File: src/rtl/regfile_pkg.sv
// Shared constants and types for the multiport register file.
// Build option: define REGFILE_BYPASS_EN for same-cycle write-through forwarding.
package regfile_pkg;

  localparam int DATA_W_DEF = 32;
  localparam int ADDR_W_DEF = 4;
  localparam int NUM_RD_DEF = 3;
  localparam int PC_IDX_DEF = 15;

  typedef logic [ADDR_W_DEF-1:0] reg_idx_t;
  typedef logic [DATA_W_DEF-1:0] word_t;

  function automatic int num_regs(input int addr_w);
    return 1 << addr_w;
  endfunction

endpackage

File: src/rtl/multiport_register_file_if.sv
// Decode/writeback bus of the register file: read ports, write port, issue port, scoreboard view.
// The datapath drives through the master modport; the register file uses the slave modport.
interface multiport_register_file_if
  import regfile_pkg::*;
#(
  parameter int DATA_W = DATA_W_DEF,
  parameter int ADDR_W = ADDR_W_DEF,
  parameter int NUM_RD = NUM_RD_DEF
);

  localparam int NUM_REGS = num_regs(ADDR_W);

  logic                     we;
  logic [ADDR_W-1:0]        wa;
  logic [DATA_W-1:0]        wd;
  logic [DATA_W-1:0]        pc_in;
  logic [NUM_RD*ADDR_W-1:0] ra;
  logic [NUM_RD*DATA_W-1:0] rd;
  logic                     iss_v;
  logic [ADDR_W-1:0]        iss_a;
  logic [NUM_RD-1:0]        rd_busy;
  logic [NUM_REGS-1:0]      busy_vec;

  modport master (
    output we, wa, wd, pc_in, ra, iss_v, iss_a,
    input  rd, rd_busy, busy_vec
  );

  modport slave (
    input  we, wa, wd, pc_in, ra, iss_v, iss_a,
    output rd, rd_busy, busy_vec
  );

endinterface

File: src/rtl/regfile_scoreboard.sv
// Per-register busy bits for RAW hazard detection: issue sets, writeback clears, set wins.
// The PC alias index is never marked busy.
module regfile_scoreboard
  import regfile_pkg::*;
#(
  parameter int ADDR_W = ADDR_W_DEF,
  parameter int PC_IDX = PC_IDX_DEF
) (
  input  logic                        clk,
  input  logic                        rst,
  input  logic                        i_clr_v,
  input  logic [ADDR_W-1:0]           i_clr_a,
  input  logic                        i_set_v,
  input  logic [ADDR_W-1:0]           i_set_a,
  output logic [num_regs(ADDR_W)-1:0] o_busy
);

  localparam logic [ADDR_W-1:0] PC_A = ADDR_W'(PC_IDX);

  logic [num_regs(ADDR_W)-1:0] r_busy;

  // NOTE: non-blocking updates; when both hit the same bit the later
  // assignment (the set) is the one that lands, giving set-over-clear priority.
  always_ff @(posedge clk or posedge rst) begin
    if (rst) begin
      r_busy <= '0;
    end else begin
      if (i_clr_v && (i_clr_a != PC_A)) r_busy[i_clr_a] <= 1'b0;
      if (i_set_v && (i_set_a != PC_A)) r_busy[i_set_a] <= 1'b1;
    end
  end

  assign o_busy = r_busy;

endmodule

File: src/rtl/multiport_register_file.sv
// NUM_RD combinational read ports, one synchronous write port, PC alias and busy scoreboard.
// Build option: REGFILE_BYPASS_EN forwards the in-flight write to matching read ports.
module multiport_register_file
  import regfile_pkg::*;
#(
  parameter int DATA_W = DATA_W_DEF,
  parameter int ADDR_W = ADDR_W_DEF,
  parameter int NUM_RD = NUM_RD_DEF,
  parameter int PC_IDX = PC_IDX_DEF
) (
  input  logic                     clk,
  input  logic                     rst,
  multiport_register_file_if.slave bus
);

  localparam int                NUM_REGS = num_regs(ADDR_W);
  localparam logic [ADDR_W-1:0] PC_A     = ADDR_W'(PC_IDX);

  logic [DATA_W-1:0]   r_regs [NUM_REGS];
  logic [NUM_REGS-1:0] w_busy;
  logic                w_wr_en;

  assign w_wr_en = bus.we && (bus.wa != PC_A);

  // NOTE: the data array is reset on purpose so every non-PC read is 0 during
  // and right after reset; this keeps it in flops rather than a RAM macro.
  always_ff @(posedge clk or posedge rst) begin
    if (rst) begin
      for (int n = 0; n < NUM_REGS; n++) r_regs[n] <= '0;
    end else if (w_wr_en) begin
      r_regs[bus.wa] <= bus.wd;
    end
  end

  regfile_scoreboard #(
    .ADDR_W (ADDR_W),
    .PC_IDX (PC_IDX)
  ) u_scoreboard (
    .clk     (clk),
    .rst     (rst),
    .i_clr_v (bus.we),
    .i_clr_a (bus.wa),
    .i_set_v (bus.iss_v),
    .i_set_a (bus.iss_a),
    .o_busy  (w_busy)
  );

  assign bus.busy_vec = w_busy;

  for (genvar gi = 0; gi < NUM_RD; gi++) begin : g_rd
    logic [ADDR_W-1:0] w_ra;
    logic [DATA_W-1:0] w_rd;
    logic              w_rd_busy;

    assign w_ra = bus.ra[gi*ADDR_W +: ADDR_W];

    // NOTE: combinational logic uses blocking '=' with every output given a
    // default first, so no path leaves a value held and no latch is inferred.
    always_comb begin
      w_rd      = r_regs[w_ra];
      w_rd_busy = w_busy[w_ra];
`ifdef REGFILE_BYPASS_EN
      if (w_wr_en && (bus.wa == w_ra)) begin
        w_rd      = bus.wd;
        w_rd_busy = bus.iss_v && (bus.iss_a == w_ra);
      end
`endif
      if (w_ra == PC_A) begin
        w_rd      = bus.pc_in;
        w_rd_busy = 1'b0;
      end
    end

    assign bus.rd[gi*DATA_W +: DATA_W] = w_rd;
    assign bus.rd_busy[gi]             = w_rd_busy;
  end

endmodule

File: src/flat_wrapper.sv
// flat-port wrapper written by rule: the top's interface ports become plain ports
module multiport_register_file_flat import regfile_pkg::*;
#(
  parameter int DATA_W = DATA_W_DEF,
  parameter int ADDR_W = ADDR_W_DEF,
  parameter int NUM_RD = NUM_RD_DEF,
  parameter int PC_IDX = PC_IDX_DEF
)
  (clk, rst, bus_we, bus_wa, bus_wd, bus_pc_in, bus_ra, bus_iss_v, bus_iss_a, bus_rd, bus_rd_busy, bus_busy_vec);
  multiport_register_file_if #(.DATA_W(DATA_W), .ADDR_W(ADDR_W), .NUM_RD(NUM_RD)) bus_i ();
  input  logic clk;
  input  logic rst;
  input wire logic [$bits(bus_i.we)-1:0] bus_we;
  input wire logic [$bits(bus_i.wa)-1:0] bus_wa;
  input wire logic [$bits(bus_i.wd)-1:0] bus_wd;
  input wire logic [$bits(bus_i.pc_in)-1:0] bus_pc_in;
  input wire logic [$bits(bus_i.ra)-1:0] bus_ra;
  input wire logic [$bits(bus_i.iss_v)-1:0] bus_iss_v;
  input wire logic [$bits(bus_i.iss_a)-1:0] bus_iss_a;
  output wire logic [$bits(bus_i.rd)-1:0] bus_rd;
  output wire logic [$bits(bus_i.rd_busy)-1:0] bus_rd_busy;
  output wire logic [$bits(bus_i.busy_vec)-1:0] bus_busy_vec;
  assign bus_i.we = bus_we;
  assign bus_i.wa = bus_wa;
  assign bus_i.wd = bus_wd;
  assign bus_i.pc_in = bus_pc_in;
  assign bus_i.ra = bus_ra;
  assign bus_i.iss_v = bus_iss_v;
  assign bus_i.iss_a = bus_iss_a;
  assign bus_rd = bus_i.rd;
  assign bus_rd_busy = bus_i.rd_busy;
  assign bus_busy_vec = bus_i.busy_vec;
  multiport_register_file #(.DATA_W(DATA_W), .ADDR_W(ADDR_W), .NUM_RD(NUM_RD), .PC_IDX(PC_IDX)) u_core (.clk(clk), .rst(rst), .bus(bus_i));
endmodule
File: config.mk
export PLATFORM = sky130hd
export DESIGN_NAME = multiport_register_file_flat
export DESIGN_NICKNAME = d
export VERILOG_FILES = /design/src/rtl/regfile_pkg.sv /design/src/rtl/multiport_register_file_if.sv /design/src/rtl/regfile_scoreboard.sv /design/src/rtl/multiport_register_file.sv /design/src/flat_wrapper.sv
export SDC_FILE = /design/constraint.sdc
export NUM_CORES = 1
export LEC_CHECK = 0
export ABC_AREA = 0
export CORE_MARGIN = 2
export CORE_UTILIZATION = 30
export CTS_BUF_LIST = sky130_fd_sc_hd__clkbuf_4
export CTS_CLUSTER_DIAMETER = 150
export CTS_CLUSTER_SIZE = 20
export DETAILED_ROUTE_END_ITERATION = 7
export PLACE_DENSITY = 0.47
export SYNTH_ARGS = -nofsm -noshare
export SYNTH_HDL_FRONTEND = slang
export SYNTH_SLANG_ARGS = --single-unit
export TNS_END_PERCENT = 1
File: constraint.sdc
create_clock -name clk -period 30.5 [get_ports clk]
set_input_delay 6.1 -clock clk [delete_from_list [all_inputs] [get_ports clk]]
set_output_delay 6.1 -clock clk [all_outputs]
set_load 0.005 [all_outputs]
==> flow_summary.yaml <==
drt:
  wl_per_cell_um: 32.25
  drc: 0
  drtIter0Drc: 2100
  drt_wl_total_mm: 119.5
  first_pass_iters: 6
  final_antenna_net_count: 0
  viasPerCell: 6.158
  via_count: 22821
sta:
  clock_skew_ns: 0
  period_share: 0.5184
  drv_slew: 0
  tns_ns: 0
  slew_headroom: 0.2521
  grt_setup_unrepaired: "false"
  period_minus_slack_ns: 15.81
  setup_violations: 0
  hold_violations: 0
  tightest_slew_ns: 1.119
  fin_ws_ns: 14.69
  max_freq_mhz: 63.24
synthesis:
  synth_most_common_cell: "mux2_2"
  synth_area_leaders: "dfrtp_1 (40%), mux2_2 (19%), mux4_2 (15%), mux2i_1 (6.3%), o221a_2 (3.4%)"
  ys.flop_type: "dfrtp_1"
  ys_seq_area_frac: 0.3999
  synth_warnings: 0
  synth_top_area_frac: 0.3999
  syn_inst: 2310
  synth-edff-count: 0
  syn-cell-area_mm2: 0.03103
  synthesis.nets: 2398
  avgSynthCellArea_um2: 13.43
  synth_seq_cells: 496
  async_reset_ff_frac: 1.000
  synth_common_cells: "mux2_2 (513), dfrtp_1 (496), mux4_2 (201)"
  yosysTopAreaCell: "dfrtp_1"
  ys_types: 36
worst_setup_path:
  start_kind: "input pin"
  cp_max_fo: 39
  cp_data_arrival_time_ns: 9.71
  crit_path_end: "bus_rd[32]"
  r2r-end: "u_core.r_regs[360]"
  cp.required_ns: 24.40
  crit_top_cell: "buf_4"
  critPathLaunch: "bus_ra[5]"
  path_class: "in2out"
  end_kind: "output pin"
  crit_chain: "buf_6, buf_4, buf_4, mux2_2, o221ai_1, o221a_2, o21ai_0, clkdlybuf4s50_1"
  slowest_delay_ns: 0.68
  crit_slowest_cell: "buf_4"
  r2r_start: "u_core.r_regs[360]"
  r2r_cells: 1
  r2r_setup_slack_ns: 29.66
clock_tree:
  cts_buffers: 28
  htree_levels: 1
  cts_hold_buf: 0
  cts_sinks: 496
  cts.repair.resized: 0
  clock_latency_ns: 0.96
  clkTransAtPathRegs_ns: 0.21
  cts_setup_buffers: 0
  clockBufferDepth: 3
  root_buffer: "clkbuf_4"
  cts_tree: "done"
floorplan:
  start_util: 0.3037
  die_x_um: 325.6
  dieArea_mm2: 0.1060
  io-pin-count: 203
  die_h_um: 325.6
  row_count: 117
  core_area_mm2: 0.1022
global_route:
  gr-usage-all-layers: 0.2195
  gr-total-overflow: 0
  grt_pass1_vias: 23698
  grt_pass1_wl_mm: 173.3
  antenna_found_initial: 8
  grt_max_degree: 107
power:
  total_power_mw: 1.914
  p_per_area_mw_per_mm2: 55.74
  irDropWorstVdd_uv: 34.98
  leakagePower_nw: 13.51
final_layout:
  regArea_mm2: 0.01241
  synthToLayoutAreaGrowth_pct: 10.62
  nets: 2423
  drive_above_1_share: 0.4270
  fill_cells: 10011
  multiInputGateArea_mm2: 0.01749
placement:
  gp_congestion: 0.7857
  io_buffers: 202
  place_ws_ns: 14.74
  dpl.hpwl_mm: 71.01
run_status:
  status: "finished clean"
worst_hold_path:
  holdCritPathClass: "reg2reg"
run:
  drv_cap: 0
[through the flow]
step / hold slack [ns] / cells / area [um^2] / utilization
floorplan: 0.4521 / 2310 / 31030 / -
global placement: 0.3646 / 3673 / 34080 / 0.3335
detailed placement: 0.3710 / 3673 / 34080 / 0.3335
CTS: 0.4190 / 3703 / 34320 / 0.3359
global route: 0.4277 / 3706 / 34330 / 0.3360
finish: 0.4145 / 3706 / 34330 / 0.3360
[cell families after synthesis]
family | after synthesis | share of synthesized area
AND/OR/NAND/NOR | 58 | 0.01089
flip-flops | 496 | 0.3999
buffers and inverters | 268 | 0.04145
multiplexers | 973 | 0.4251
AO/OA/AOI/OAI | 515 | 0.1226
[worst min path at each step]
| stage | start | to | cells after the start |
|---|---|---|---|
| after CTS | u_core.u_scoreboard.o_busy[15] | u_core.u_scoreboard.o_busy[15] | 0 |
| final | u_core.u_scoreboard.o_busy[15] | u_core.u_scoreboard.o_busy[15] | 0 |
| after global placement | u_core.u_scoreboard.o_busy[15] | u_core.u_scoreboard.o_busy[15] | 0 |
| after floorplan | u_core.u_scoreboard.o_busy[15] | u_core.u_scoreboard.o_busy[15] | 1 |
| after global routing | u_core.u_scoreboard.o_busy[15] | u_core.u_scoreboard.o_busy[15] | 0 |
| after detailed placement | u_core.u_scoreboard.o_busy[15] | u_core.u_scoreboard.o_busy[15] | 0 |
[final cells by class]
type	count	share of cell area
clock buffer	29	0.006342
clock inverter	1	0.0008747
tap	1368	0.04986
sequential	496	0.3615
multi-input combinational	1546	0.5096
timing repair buffer	259	0.07092
antenna	3	0.0002187
inverter	4	0.0006560
[power breakdown]
group	switching [mW]	internal (mW)
clock network	0.218	0.0521
logic	0.271	0.404
registers	0.160	0.809
[critical path: cells and delay by family]
kind	cells	cell delay, ns
AO/OA/AOI/OAI	3	0.91
multiplexers	1	0.28
buffers and inverters	4	2.31
[state kept, by name, indices dropped and copies added (netlist names)]
register                    flops
u_core.r_regs                 480
u_core.u_scoreboard.o_busy     16
[cells in the final DEF (no fill, tap or decap), types with 6 or more instances in the layout]
master / synthesis / final
o221a_2: 93 / 93
a22oi_1: 98 / 98
buf_4: 25 / 59
o221ai_1: 93 / 93
nand2_1: 10 / 9
clkbuf_4: 0 / 29
mux2i_1: 196 / 196
o211ai_1: 6 / 6
mux4_2: 201 / 201
nor2_4: 0 / 11
o21ai_0: 140 / 140
o21ai_1: 70 / 70
mux2_2: 513 / 513
mux2_4: 58 / 58
dfrtp_1: 496 / 496
nand3b_1: 6 / 6
clkdlybuf4s50_1: 0 / 190
[routing by layer]
layer  vias to the layer above  wire length, um  track usage
met4                         4             3387      0.06361
met5                         -               27            0
met1                     12260            52940       0.3096
met2                      1124            54930       0.3468
li1                       9225                -            -
met3                       208             8234      0.03611
(Power assumes the default switching activity.)
